<file path="src/rtl/seq_chunk_adder.sv">
// Multi-cycle W-bit adder using one CHUNK-bit ripple slice per clock, LSB chunk first.
// Optional signed-overflow output is enabled with `define SEQ_CHUNK_ADDER_OVF_EN.
module seq_chunk_adder #(
    parameter int W     = 34,
    parameter int CHUNK = 16
) (
    input  logic         clk,
    input  logic         rst,
    input  logic         start,
    input  logic [W-1:0] a,
    input  logic [W-1:0] b,
    input  logic         c_in,
    output logic         busy,
    output logic         done,
    output logic [W-1:0] s,
    output logic         c_out
`ifdef SEQ_CHUNK_ADDER_OVF_EN
    ,
    output logic         ovf
`endif
);

    localparam int N  = (W + CHUNK - 1) / CHUNK;
    localparam int LW = W - (N - 1) * CHUNK;
    localparam int IW = (N > 1) ? $clog2(N) : 1;

    typedef enum logic [1:0] {IDLE, ADD, DONE} state_t;

    state_t           state, state_next;
    logic [W-1:0]     a_reg, b_reg, s_next;
    logic             carry, cy, last;
    logic [IW-1:0]    idx;
    logic [CHUNK-1:0] a_chunk, b_chunk;
    logic [CHUNK:0]   sum;

    always_ff @(posedge clk or posedge rst) begin
        if (rst) state <= IDLE;
        else     state <= state_next;
    end

    always_comb begin
        state_next = state;
        case (state)
            IDLE:    if (start) state_next = ADD;
            ADD:     if (last) state_next = DONE;
            DONE:    state_next = IDLE;
            default: state_next = IDLE;
        endcase
    end

    always_comb begin
        busy = (state != IDLE);
        done = (state == DONE);
    end

    // Bits above W-1 in the final chunk stay zero, so the carry out of bit W-1
    // lands on sum[LW] rather than sum[CHUNK].
    always_comb begin
        last    = (idx == IW'(N - 1));
        a_chunk = '0;
        b_chunk = '0;
        for (int i = 0; i < W; i++) begin
            if (i / CHUNK == int'(idx)) begin
                a_chunk[i % CHUNK] = a_reg[i];
                b_chunk[i % CHUNK] = b_reg[i];
            end
        end
        sum    = {1'b0, a_chunk} + {1'b0, b_chunk} + {{CHUNK{1'b0}}, carry};
        cy     = last ? sum[LW] : sum[CHUNK];
        s_next = s;
        for (int i = 0; i < W; i++) begin
            if (i / CHUNK == int'(idx)) s_next[i] = sum[i % CHUNK];
        end
    end

    always_ff @(posedge clk or posedge rst) begin
        if (rst) begin
            a_reg <= '0;
            b_reg <= '0;
            carry <= 1'b0;
            idx   <= '0;
            s     <= '0;
            c_out <= 1'b0;
`ifdef SEQ_CHUNK_ADDER_OVF_EN
            ovf   <= 1'b0;
`endif
        end else begin
            case (state)
                IDLE: begin
                    if (start) begin
                        a_reg <= a;
                        b_reg <= b;
                        carry <= c_in;
                        idx   <= '0;
                    end
                end
                ADD: begin
                    s     <= s_next;
                    carry <= cy;
                    idx   <= last ? '0 : idx + IW'(1);
                    if (last) begin
                        c_out <= cy;
`ifdef SEQ_CHUNK_ADDER_OVF_EN
                        ovf   <= (a_reg[W-1] == b_reg[W-1]) && (s_next[W-1] != a_reg[W-1]);
`endif
                    end
                end
                default: ;
            endcase
        end
    end

endmodule

</file>
<file path="config.mk">
export PLATFORM = sky130hd
export DESIGN_NAME = seq_chunk_adder
export DESIGN_NICKNAME = d
export VERILOG_FILES = /design/src/rtl/seq_chunk_adder.sv
export SDC_FILE = /design/constraint.sdc
export NUM_CORES = 1
export LEC_CHECK = 0
export CAP_MARGIN = 20
export CORE_MARGIN = 8
export CORE_UTILIZATION = 24
export DETAILED_ROUTE_END_ITERATION = 12
export HOLD_SLACK_MARGIN = 0.1
export PLACE_DENSITY = 0.46
export SLEW_MARGIN = 20
export SYNTH_ARGS = -nofsm -noshare
export SYNTH_HDL_FRONTEND = slang
export SYNTH_SLANG_ARGS = --single-unit
export TNS_END_PERCENT = 10
</file>
<file path="constraint.sdc">
create_clock -name clk -period 7.4 [get_ports clk]
set_input_delay 0.74 -clock clk [delete_from_list [all_inputs] [get_ports clk]]
set_output_delay 0.74 -clock clk [all_outputs]
set_load 0.03 [all_outputs]
</file>
==> key figures <==
Run status
  • Status: completed

STA
  • Finish-stage setup viols: 0
  • Worst slew margin: approximately two fifths
  • RSZ-0062 raised after global routing: no
  • Final hold viol count: 0
  • F_max: between 200 and 300 MHz
  • Worst-Margin Slew: roughly 900 ps
  • Setup TNS: 0 ps
  • Final Max Tran Viols: 0
  • Crit share post-route: about 46%
  • Final Critical Period: approximately 3400 ps
  • Post-Route Skew: 6.69 ps

Critical path
  • Biggest cell delay along the critical path: roughly 730 ps
  • Critical Path RT: approximately 7600 ps
  • Critical path launch point type: flop
  • CP Cell Sequence: nor2b_1 -> nand2_1 -> o21ai_0 -> fa_1 -> inv_1 -> fa_1 -> nand2b_1 -> a211oi_2 -> o211ai_2 -> a311oi_2 -> xnor2_1 -> o21ai_1
  • CP endpoint kind: flop
  • Most frequent cell on the critical path: fa_1
  • Crit-path max FO: 38
  • Worst setup path class: flop to flop
  • Worst path arrival time: 3620 ps
  • CP max-delay cell: dfrtp_2

Clocking
  • TritonCTS clock tree: yes
  • Worst-path clk slew: ~70 ps
  • Root Buffer: clkbuf_16
  • Clock latency on the worst-skew pair: about 350 ps
  • Total CTS buffers: 9
  • H-tree levels: 3
  • Number of post-CTS setup repair buffers: 0
  • Max clock buf depth: 2
  • Post-CTS Resized: 0
  • CTS Hold Bufs: 0
  • CTS Sinks: between 100 and 150

Floorplanning
  • Chip Width: 165 microns
  • Core Rows: between 50 and 60
  • Die ar.: roughly 27000 sq um
  • I/O pin total: ~110
  • Core area: between 20000 and 25000 sq um
  • Initial Utilization: 24.4%
  • Die Y: 165 microns

Pwr
  • Cell Pwr Density: 562 nW/um^2
  • P_leak: 2.93 nW
  • Peak supply drop: approximately 200 uV

Final layout
  • Layout cells sized above 1: between 10% and 20%
  • Fin cells: about 840
  • Layout area overhead: 31.5%
  • Final nets: about 650
  • Most common cell after layout, fill and taps aside: clkdlybuf4s50_1
  • Antenna cell count: 0
  • Most frequent cells in the layout: clkdlybuf4s50_1 (108), dfrtp_1 (106), mux2_2 (73)

Synthesis
  • Prevailing post-synth register cell: dfrtp_1
  • Yosys top cell by area: dfrtp_1
  • Register area share after synthesis: 50.8%
  • FF+latch count, synth: 108
  • Area contributors post-synth: dfrtp_1 (51%), mux2_2 (15%), mux2i_1 (7.0%)
  • Asr flop ratio synth: 100%
  • Mean Syn Cell Area: 11.5 sq um
  • Post-synth EDFFs: 0
  • Mapped Area: roughly 5300 sq um
  • Syn nets: 550
  • Top cell type's share of synthesized area: between 50% and 60%
  • Ys Warns: 0
  • Yosys cell types: 45
  • Cells after synthesis: ~460

Placed design
  • Cell Count Post-Placement: roughly 830
  • Gpl congestion: 0.780
  • Hpwl dp: roughly 11000 microns
  • Port Buffer Count: roughly 110

Routing
  • First-pass detailed-route iteration total: 4
  • DRC: 0
  • Drt wl/cell: about 16 microns
  • Final ANT Viol Nets: 0
  • Iter 0 DRT Violations: about 230
  • Via Count: about 3700
  • Routed WL: 13700 microns
  • Vias per cell: ~4.4

Global route
  • Initial antenna violation count: 0
  • GR Overflow Total: 0
  • Vias in the first global route: slightly below 4000
  • All-Layer GR Usage: 10.4%
  • Largest net degree at the start of global routing: 70
  • First-pass GRT wire length: 21900 microns

Run
  • Max cap viols: 0

Min path
  • Worst hold path type: flop to flop
[area by class of cell]
cell class | count | area [sq um]
flip-flops and latches | 108 | 2710
well taps | 280 | 350
repair buffers | 111 | 1100
inverters | 7 | 28.8
fillers | 2203 | 14800
multi-input cells | 320 | 2480
clock inverters | 6 | 87.6
clock buffers | 10 | 239
[Yosys cell counts, types with 2 or more instances]
cell type  instances
a211oi_1           2
a211oi_2           2
a21o_1             4
a21oi_1           13
a311o_1            2
buf_1              2
buf_2             12
clkbuf_1          11
dfrtp_1          108
fa_1               2
ha_1              15
inv_1              7
mux2_2            73
mux2i_1           37
nand2_1           43
nand2b_1           4
nand3_1            2
nand4_1            2
nor2_1            42
nor2b_1            4
nor3_1             5
o21ai_0           32
o21ai_1            4
o311ai_1           2
or2_2              2
xnor2_1            6
xor2_1             5
[power breakdown]
part           leakage, nW  switching, mW  total (mW)  internal [mW]
combinational         1.47           1.29        2.28          0.994
sequential            1.29          0.229        1.13          0.901
clock                0.162          0.216       0.522          0.306
total                 2.93           1.74        3.94           2.20
[per-layer routing]
metal / vias to the layer above / global-route usage (%) / part of all wire, %
li1: 1805 / - / -
met1: 1784 / 14.7 / 49
met3: 13 / 2.89 / 5.8
met5: - / 0 / 0
met4: 0 / 3.40 / 1.5
met2: 105 / 15.1 / 44
[critical path: cells and delay by family, from the launching register on]
kind                       cells  cell delay, ps
AOI/OAI and AO/OA              5             930
DFF                            1             730
and+or+nand+nor                3             690
adders and majority gates      2             670
xor gates and xnor gates       1             180
buffers and inverters          1              70
[per-stage QoR]
step	power [mW]	utilization [%]	area (sq um)	hold slack, ps	setup WS, ps
CTS	4.00	32.0	6990	486	3610
detailed placement	3.46	30.5	6670	471	3630
finish	3.94	32.1	7000	482	3990
floorplan	2.73	-	5320	480	3810
global route	4.27	32.1	7000	502	3590
global placement	3.41	30.5	6670	463	3700
[cell families (layout without fill, tap and decap cells)]
| family | Yosys count | count (layout) | synth area share, % |
|---|---|---|---|
| buffers and inverters | 33 | 134 | 2.68 |
| flip-flops | 108 | 108 | 50.8 |
| AND/OR/NAND/NOR | 107 | 107 | 8.42 |
| XOR/XNOR | 11 | 11 | 1.81 |
| adder cells (fa/ha/maj) | 17 | 17 | 4.28 |
| multiplexers | 110 | 110 | 22.4 |
| AO/OA/AOI/OAI | 75 | 75 | 9.60 |
[worst paths after layout]
path,endpoint,start,slack [ps],cells past startpoint
setup / recovery,s[12],idx[1],3990,12
hold / removal,s[21],s[21],480,2
setup reg to reg,s[12],idx[1],3990,12
hold reg to reg,s[21],s[21],480,2
max in group asynchronous,a_reg[28],rst,5380,3
min in group asynchronous,s[17],rst,860,2
(Power assumes the default switching activity.)
